<file path="src/rtl/history_pkg.sv">
`default_nettype none
// ============================================================================
//  Module      : history_pkg
//  Description : Shared constants and state encoding for the 2-line history
//                sequencer. The CLEAR state only exists when the optional
//                clear feature is built in (macro HISTORY_CLEAR_EN).
//  Revision    : 1.0 - initial release
// ============================================================================
package history_pkg;

    localparam int         LINE_LEN  = 16;
    localparam int         RAM_DEPTH = 2 * LINE_LEN;
    localparam logic [7:0] FILL_CHAR = 8'h20;

    typedef enum logic [2:0] {
        ST_IDLE   = 3'd0,
        ST_SHIFT  = 3'd1,
        ST_WR_IN  = 3'd2,
        ST_WR_OUT = 3'd3,
        ST_DONE   = 3'd4
`ifdef HISTORY_CLEAR_EN
        ,
        ST_CLEAR  = 3'd5
`endif
    } state_t;

endpackage
`default_nettype wire

</file>
<file path="src/rtl/history_rd_arb.sv">
`default_nettype none
// ============================================================================
//  Module      : history_rd_arb
//  Description : Read-port arbiter for the history RAM. The sequencer owns
//                the async read port while scrolling; otherwise the LCD
//                refresher does. Read data is forwarded to the LCD as-is and
//                flagged invalid through o_lcd_stall while the port is taken.
//  Revision    : 1.0 - initial release
// ============================================================================
module history_rd_arb #(
    parameter int AW = 5,
    parameter int DW = 8
) (
    input  logic          i_seq_active,
    input  logic [AW-1:0] i_seq_raddr,
    input  logic [AW-1:0] i_lcd_raddr,
    input  logic [DW-1:0] i_ram_dout,
    output logic [AW-1:0] o_ram_raddr,
    output logic [DW-1:0] o_lcd_rdata,
    output logic          o_lcd_stall
);

    // Address mux with sequencer priority; data is a pure pass-through.
    always_comb begin
        o_ram_raddr = i_seq_active ? i_seq_raddr : i_lcd_raddr;
        o_lcd_stall = i_seq_active;
        o_lcd_rdata = i_ram_dout;
    end

endmodule
`default_nettype wire

</file>
<file path="src/rtl/history_seq.sv">
`default_nettype none
// ============================================================================
//  Module      : history_seq
//  Description : Write sequencer for the 2x16 history RAM. Each accepted
//                (plaintext, ciphertext) pair is written at the cursor of
//                line 1 / line 2; once the lines are full both are scrolled
//                left one column before the pair is appended at the end.
//                Optional clear port/state enabled by macro HISTORY_CLEAR_EN.
//  Revision    : 1.0 - initial release
// ============================================================================
module history_seq #(
    parameter int         LINE_LEN  = history_pkg::LINE_LEN,
    parameter int         AW        = 5,
    parameter int         DW        = 8,
    parameter logic [7:0] FILL_CHAR = history_pkg::FILL_CHAR
) (
    input  logic          clk,
    input  logic          rst,
    input  logic          pair_valid,
    output logic          pair_ready,
    input  logic [DW-1:0] in_char,
    input  logic [DW-1:0] out_char,
    input  logic [AW-1:0] lcd_raddr,
    output logic [DW-1:0] lcd_rdata,
    output logic          lcd_stall,
    output logic          hist_upd,
    output logic [AW-1:0] ram_raddr,
    input  logic [DW-1:0] ram_dout,
    output logic [AW-1:0] ram_waddr,
    output logic [DW-1:0] ram_din,
    output logic          ram_we
`ifdef HISTORY_CLEAR_EN
    ,
    input  logic          clear
`endif
);

    import history_pkg::*;

    // Cursor must be able to hold LINE_LEN itself (the "line full" value).
    localparam int CW         = $clog2(LINE_LEN + 1);
    localparam int LAST_SHIFT = 2 * LINE_LEN - 3;
`ifdef HISTORY_CLEAR_EN
    localparam int LAST_CLEAR = 2 * LINE_LEN - 1;
`endif

    state_t        r_state, w_state_nxt;
    logic [AW-1:0] r_idx, w_idx_nxt;
    logic [CW-1:0] r_cursor, w_cursor_nxt;
    logic [DW-1:0] r_in_char, r_out_char;
    logic          w_latch;
    logic          w_seq_active;
    logic          w_in_line2;
    logic [AW-1:0] w_col;
    logic [AW-1:0] w_shift_waddr;
    logic [AW-1:0] w_shift_raddr;

    // Scroll addressing: idx walks the 15 moves of line 1 then line 2.
    always_comb begin
        w_in_line2    = (r_idx >= AW'(LINE_LEN - 1));
        w_col         = w_in_line2 ? (r_idx - AW'(LINE_LEN - 1)) : r_idx;
        w_shift_waddr = (w_in_line2 ? AW'(LINE_LEN) : AW'(0)) + w_col;
        w_shift_raddr = w_shift_waddr + AW'(1);
    end

    // State, index, cursor and pair-latch registers.
    always_ff @(posedge clk) begin
        if (rst) begin
            r_state    <= ST_IDLE;
            r_idx      <= '0;
            r_cursor   <= '0;
            r_in_char  <= '0;
            r_out_char <= '0;
        end else begin
            r_state  <= w_state_nxt;
            r_idx    <= w_idx_nxt;
            r_cursor <= w_cursor_nxt;
            if (w_latch) begin
                r_in_char  <= in_char;
                r_out_char <= out_char;
            end
        end
    end

    // Next-state and RAM write-port control.
    always_comb begin
        w_state_nxt  = r_state;
        w_idx_nxt    = r_idx;
        w_cursor_nxt = r_cursor;
        w_latch      = 1'b0;
        w_seq_active = 1'b0;
        pair_ready   = 1'b0;
        hist_upd     = 1'b0;
        ram_we       = 1'b0;
        ram_waddr    = '0;
        // Idle data bus parks on the fill character.
        ram_din      = DW'(FILL_CHAR);

        case (r_state)
            ST_IDLE: begin
`ifdef HISTORY_CLEAR_EN
                // Clear wins over a pair offered in the same cycle.
                pair_ready = !clear;
                if (clear) begin
                    w_state_nxt = ST_CLEAR;
                    w_idx_nxt   = '0;
                end else
`else
                pair_ready = 1'b1;
`endif
                if (pair_valid) begin
                    w_latch = 1'b1;
                    if (r_cursor < CW'(LINE_LEN)) begin
                        w_state_nxt = ST_WR_IN;
                    end else begin
                        w_state_nxt = ST_SHIFT;
                        w_idx_nxt   = '0;
                    end
                end
            end
            ST_SHIFT: begin
                w_seq_active = 1'b1;
                ram_we       = 1'b1;
                ram_waddr    = w_shift_waddr;
                ram_din      = ram_dout;
                if (r_idx == AW'(LAST_SHIFT)) begin
                    w_state_nxt  = ST_WR_IN;
                    w_cursor_nxt = CW'(LINE_LEN - 1);
                end else begin
                    w_idx_nxt = r_idx + AW'(1);
                end
            end
            ST_WR_IN: begin
                ram_we      = 1'b1;
                ram_waddr   = AW'(r_cursor);
                ram_din     = r_in_char;
                w_state_nxt = ST_WR_OUT;
            end
            ST_WR_OUT: begin
                ram_we       = 1'b1;
                ram_waddr    = AW'(LINE_LEN) + AW'(r_cursor);
                ram_din      = r_out_char;
                w_cursor_nxt = (r_cursor >= CW'(LINE_LEN)) ? CW'(LINE_LEN)
                                                            : r_cursor + CW'(1);
                w_state_nxt  = ST_DONE;
            end
            ST_DONE: begin
                hist_upd    = 1'b1;
                w_state_nxt = ST_IDLE;
            end
`ifdef HISTORY_CLEAR_EN
            ST_CLEAR: begin
                ram_we    = 1'b1;
                ram_waddr = r_idx;
                ram_din   = DW'(FILL_CHAR);
                if (r_idx == AW'(LAST_CLEAR)) begin
                    w_cursor_nxt = '0;
                    w_state_nxt  = ST_DONE;
                end else begin
                    w_idx_nxt = r_idx + AW'(1);
                end
            end
`endif
            default: begin
                w_state_nxt = ST_IDLE;
            end
        endcase
    end

    history_rd_arb #(
        .AW (AW),
        .DW (DW)
    ) u_rd_arb (
        .i_seq_active (w_seq_active),
        .i_seq_raddr  (w_shift_raddr),
        .i_lcd_raddr  (lcd_raddr),
        .i_ram_dout   (ram_dout),
        .o_ram_raddr  (ram_raddr),
        .o_lcd_rdata  (lcd_rdata),
        .o_lcd_stall  (lcd_stall)
    );

endmodule
`default_nettype wire

</file>
<file path="config.mk">
export PLATFORM = sky130hd
export DESIGN_NAME = history_seq
export DESIGN_NICKNAME = d
export VERILOG_FILES = /design/src/rtl/history_pkg.sv /design/src/rtl/history_rd_arb.sv /design/src/rtl/history_seq.sv
export SDC_FILE = /design/constraint.sdc
export NUM_CORES = 1
export LEC_CHECK = 0
export CAP_MARGIN = 20
export CORE_MARGIN = 3
export CORE_UTILIZATION = 49
export DETAILED_ROUTE_END_ITERATION = 8
export PLACE_DENSITY = 0.94
export SYNTH_ARGS = -nofsm -noshare
export SYNTH_HDL_FRONTEND = slang
export SYNTH_SLANG_ARGS = --single-unit
</file>
<file path="constraint.sdc">
create_clock -name clk -period 5.3 [get_ports clk]
set_clock_uncertainty 0.1 [all_clocks]
set_input_delay 1.06 -clock clk [delete_from_list [all_inputs] [get_ports clk]]
set_output_delay 1.06 -clock clk [all_outputs]
set_load 0.02 [all_outputs]
</file>
# == After elaboration in Yosys (flattened, before gate mapping) ==
# Index checks and enable logic that the tools add are counted.
# classes
addsub,6
multipliers,0
div,0
magnitude_cmp,3
eq_ne,9
shifts,0
mux,22
n_bitwise,0
n_reduce_logical,7
# op_table
operator,count
$mux 5,8
$pmux 8 s3,1
$pmux 5 s2,2
$add 5x1->5 const B,3
$pmux 5 s3,1
$pmux 3 s4,1
$ne 2x2->1 const B,4
$eq 3x2->1 const B,2
$mux 1,6
$mux 3,2
$add 5x5->5,1
$add 5x5->5 const A,1
$eq 5x5->1 const B,1
$ge 5x4->1 const B,1
$ge 5x5->1 const B,1
$lt 5x5->1 const B,1
$sub 5x4->5 const B,1
$reduce_and 2->1,2
$reduce_and 4->1,1
$reduce_bool 2->1,2
$eq 3x1->1 const B,1
$eq 3x3->1 const B,1
$logic_not 3->1,1
$reduce_or 3->1,1
$mux 2,1
# word_totals
ff_bits,29
latch_bits,0
mem_bits_rw,0
romBits,0
in_bits,32
n_memories,0

# == Logic depth before layout (Yosys ltp) ==
# logic_depth
depth_word,5
ltp_mapped,10
ltp_nobuf,10

# == Hierarchy ==
# From an unflattened synthesis, not the netlist that was laid out.
# hier_totals
hier_cells,245
area_unflattened_um2,1924.3
# by_module_without_submodules
mod,instances,cells_each,area_per_inst_um2,seq_area_each_um2
history_seq,1,231,1800.5,580.6
history_rd_arb,1,14,123.9,0.0

# == Worst setup path after synthesis ==
# Ideal clock, no wire load.
# synth_timing
path_kind,register to output
startpoint,reg r_idx[1]
endpoint,out ram_raddr[2]
arrival_ps,2306
path_slack_ps,1834
stages_incl_launch_ff,10
n_path_buf,0
path_cell_list,dfxtp_1 > ha_1 > and3_1 > ha_1 > nor2_1 > nand2_1 > a22oi_1 > ha_1 > nor3_1 > o31ai_1
# synth_between
elab_chain_len,5
elab_cells_between_ends,6
classes_between,3 x add/sub; 1 x order compare; 2 x mux
# synth_lines
item,line_no,source
"start, declared",history_seq.sv:48,"logic [AW-1:0] r_idx, w_idx_nxt;"
"start signal, assigned",history_seq.sv:76,r_idx <= w_idx_nxt;
$sub 5x4->5 or $ge 5x4->1 (tied branches),"history_seq.sv:61, history_seq.sv:60",
$mux 5 *,history_seq.sv:61,w_col = w_in_line2 ? (r_idx - AW'(LINE_LEN - 1)) : r_idx;
$add 5x5->5 *,history_seq.sv:62,w_shift_waddr = (w_in_line2 ? AW'(LINE_LEN) : AW'(0)) + w_col;
$add 5x1->5 *,history_seq.sv:63,w_shift_raddr = w_shift_waddr + AW'(1);
$mux 5 *,history_rd_arb.sv:25,o_ram_raddr = i_seq_active ? i_seq_raddr : i_lcd_raddr;
"end, declared",history_seq.sv:27,"output logic [AW-1:0] ram_raddr,"
# Every way passes the cells marked *; elsewhere a longest branch is shown, timed or not.

# == Worst setup path after layout ==
# layout_timing
startpoint,reg r_idx[0]
endpoint,out ram_raddr[4]
# layout_between
elab_chain_len,5
elab_cells_between_ends,7
classes_between,3 x add/sub; 1 x order compare; 3 x mux
# layout_lines
item,line_no
$sub 5x4->5 or $ge 5x4->1 (tied branches),"history_seq.sv:61, history_seq.sv:60"
"$mux 5, on equally long branches","history_seq.sv:61, history_seq.sv:62"
$add 5x5->5 *,history_seq.sv:62
$add 5x1->5 *,history_seq.sv:63
$mux 5 *,history_rd_arb.sv:25
# Marks and branches as above.

==> flow_results.org <==
** Synthesis
- Most frequent cell after synthesis :: nand2_1
- Post-synth design cell area :: 0.001859 mm^2
- When the netlist entered floorplanning its net count stood at 291.
- Cell type with the largest total area after synthesis :: dfxtp_1
- Counting flops with a built-in enable in the synthesized netlist gives 0.
- Number of warnings reported in the yosys synthesis log :: 0
- In the synthesized netlist the dominant register cell turns out to be dfxtp_1.
- After synthesis, the largest area contributor takes up 31.22% of total cell area.
- Post-synthesis cell count :: 253
- Of all flip-flops after synthesis, the portion carrying an async set or reset was 0%.
- Synthesis inferred 29 register bits.
- Sequential-to-total area share from yosys stat :: 31.22%
- The netlist uses 44 different library cells.
- A synthesized cell averages 7.349 um^2.
- In the synthesized netlist, the cells that appear most often are 45 x nand2_1, 29 x a21oi_1, 29 x dfxtp_1.
- Yosys attributes the largest share of cell area to dfxtp_1 31%, nand2_1 9.1%, a21oi_1 7.8%, mux2_2 4.2%, nor2_1 4.2%.

** Finish
- Fraction of final layout cells with drive strength greater than 1 :: 6.419%
- The net count of the finished layout is 333.
- Fin cells :: 342
- The layout has 263 filler cells.
- Ant diodes :: 0
- Layout area overhead :: 33.78%

** Timing
- Static timing analysis puts the maximum clock frequency at 0.2213 GHz.
- Time the worst path needs with I/O delays and setup :: 4.519 ns
- Setup violations remaining at the end of the flow were counted as 0.
- Across all setup checks in the final design, the least slack found is 0.7815 ns.
- Final-report hold violation count :: 0
- At the pin with the least slew margin, the transition time is 1.057 ns.
- Period utilization :: 85.25%
- Setup repair after global routing left no endpoint under its margin.
- Adding up every negative setup slack in the final design gives 0 ns.
- In this run the tightest slew margin relative to its limit is 29.28%.
- The final count of pins violating max slew is 0.

** GRT
- The initial antenna violation count was 0.
- Busiest layer in global routing :: met2
- Global-route wire length before repair :: 8197 um
- Global routing consumed, on the met2 layer, 40.70% of the routing resources.
- GR met3 Demand/Resource :: 5.324%
- Entering global routing, the biggest net connects 30 pins.
- Vias in the first global route :: 1,851
- For this run, global-route usage on met1 was measured as 27.63%.
- The total overflow left after global routing is 0.
- Global routing consumed, over all layers together, 23.52% of the routing resources.

** Clock network
- Clock tree synthesis selected as its root buffer the cell clkbuf_8.
- CTS saw 29 sinks.
- Cts bufs inserted :: 5
- The later pin in the worst-skew pair is clocked with a latency of 0.29 ns.
- Clock-pin slew was measured on the worst setup and hold paths at 0.06 ns.
- No sink is reached through more buffers than the 2 on the longest clock path.
- Buffers added to address setup during post-CTS repair amount to 0.
- Clock tree from TritonCTS :: yes
- In this run, post-CTS repair resized a total of 0 instances.
- # H-tree levels :: 2
- The number of hold buffers added after CTS was 0.

** Hold path
- The startpoint identified for the worst hold timing path is r_out_char[4].
- The worst hold path terminates at r_out_char[4].
- The worst hold path passes through 2 cells.
- Worst hold path class :: register to register

** Routing
- The routed layout has 1,974 vias.
- Post-detailed-routing wire length :: 5238 um
- In the final routed layout, each cell accounts on average for 15.32 um.
- Remaining number of nets flagged by the antenna check after routing :: 0
- DRT Pass-1 Iters :: 5
- After detailed routing, the number of vias per cell comes to 5.772.
- DRC errors left :: 0
- For this block, the initial DRC count from the detailed router was 187.

** Placement
- Port Buffer Count :: 61
- The congestion estimate from routability-driven global placement came to 0.8490.
- At the placement stage, the worst setup path has a slack of 1.097 ns.
- Once placement completed, the tool counted placed cells totaling 334.
- Once detailed placement completed, the half-perimeter wirelength came to 3600 um.

** Pwr
- Dividing total power by cell area gives a power density of 247.0 mW/mm^2.
- Reported leakage power :: 0.9196 nW
- Total power :: 0.0006143 W
- Maximum resistive drop on vdd :: 0.1991 mV

** Floorplan
- 62 I/O pins were placed.
- Die Span X :: 67.60 um
- Die Outline Area :: 0.004570 mm^2
- The core region is 0.003495 mm^2.
- The floorplan step set the die height to 67.60 um.
- FP Rows :: 21
- Initial standard-cell utilization of the core :: 53.20%

** Job
- Maximum capacitance violations :: 0

** Critical path
- Worst endpoint required time :: 4.14 ns
- Source of the worst register-to-register timing path :: r_state[0]
- Critical path class :: register to output port
- The worst setup path is captured at an output port.
- Reg-to-reg critical path endpoint :: r_cursor[1]
- Worst-case register-to-register setup slack :: 3.00 ns
- Startpoint type of the worst setup path :: register
- Critical path arrival :: 3.36 ns
- The worst register-to-register path has a depth of 4.
- Crit path max fanout :: 11

** Status
- Run status :: finished, final reports clean
where the power goes:
part	internal, W	switching, W
clock	0.000117	0.0000832
sequential	0.000232	0.0000206
combinational	0.0000802	0.0000811
flip-flops by register name, indices dropped and copies added (netlist names):
register,count
r_idx,5
r_in_char,8
r_state,3
r_out_char,8
r_cursor,5
per-stage QoR:
step / hold slack [ns] / instance area [um^2] / utilization [%]
after floorplan: 0.3329 / 1859 / -
after global placement: 0.3389 / 2386 / 68.28
after detailed placement: 0.3476 / 2386 / 68.28
after CTS: 0.3561 / 2487 / 71.18
after global routing: 0.3854 / 2487 / 71.18
final: 0.3545 / 2487 / 71.18
routing by layer:
metal  vias up  wire length [um]
li1        963                 -
met1       915              2059
met2        81              2720
met3        15               333
met4         0               125
met5         -                 0
layout make-up:
class / count / area (um^2) / area share (%)
Clock buffer: 7 / 96.34 / 3.873
Clock inverter: 1 / 5.005 / 0.2012
Inverter: 7 / 26.28 / 1.056
Multi-Input combinational cell: 191 / 1111 / 44.67
Sequential cell: 29 / 580.6 / 23.34
Tap cell: 46 / 57.56 / 2.314
Timing Repair Buffer: 61 / 610.6 / 24.55
worst max path at each step:
| stage | start | slack [ns] | cells past startpoint | to |
|---|---|---|---|---|
| after floorplan | r_idx[1] | 1.83 | 9 | ram_raddr[2] |
| after global placement | r_idx[0] | 1.25 | 11 | ram_raddr[4] |
| after detailed placement | r_idx[0] | 1.10 | 11 | ram_raddr[4] |
| after CTS | r_idx[0] | 0.79 | 11 | ram_raddr[4] |
| after global routing | r_idx[0] | 0.59 | 11 | ram_raddr[4] |
| final | r_idx[0] | 0.78 | 11 | ram_raddr[4] |
logic make-up (layout without fill, tap and decap cells):
logic type | Yosys count | in the layout | share of synthesized area [%]
AOI/OAI and AO/OA | 69 | 69 | 22.75
xor gates and xnor gates | 3 | 3 | 1.413
adders and majority gates | 6 | 6 | 4.038
buffers and inverters | 33 | 76 | 9.018
DFF | 29 | 29 | 31.22
muxes | 9 | 9 | 5.317
and+or+nand+nor | 104 | 104 | 26.25
worst max-delay path: stages (launching register included):
cell	delay, ns
dfxtp_1	0.40
ha_1	0.33
and3_1	0.21
ha_1	0.21
nor2_1	0.25
nand2_1	0.10
a22oi_1	0.23
ha_1	0.27
nand2_1	0.07
a311o_1	0.31
nand3_1	0.08
clkdlybuf4s50_1	0.60
cells in the final DEF (no fill, tap or decap), types with 2 or more instances in the layout:
cell type / count
clkdlybuf4s50_1: 61
nand2_1: 45
a21oi_1: 29
dfxtp_1: 29
nor2_1: 21
o21ai_0: 13
a22oi_1: 10
inv_1: 7
mux2_2: 7
clkbuf_8: 7
nand3_1: 6
nor3_1: 6
ha_1: 6
nor2b_1: 3
xnor2_1: 3
nand4_1: 3
and2_1: 3
a211oi_1: 3
nand3b_1: 3
and3_1: 2
a311o_1: 2
o21a_1: 2
mux2i_1: 2
or2_2: 2
a22o_1: 2
o21bai_1: 2
nand2b_1: 2
Power figures use the tool's default switching activity.
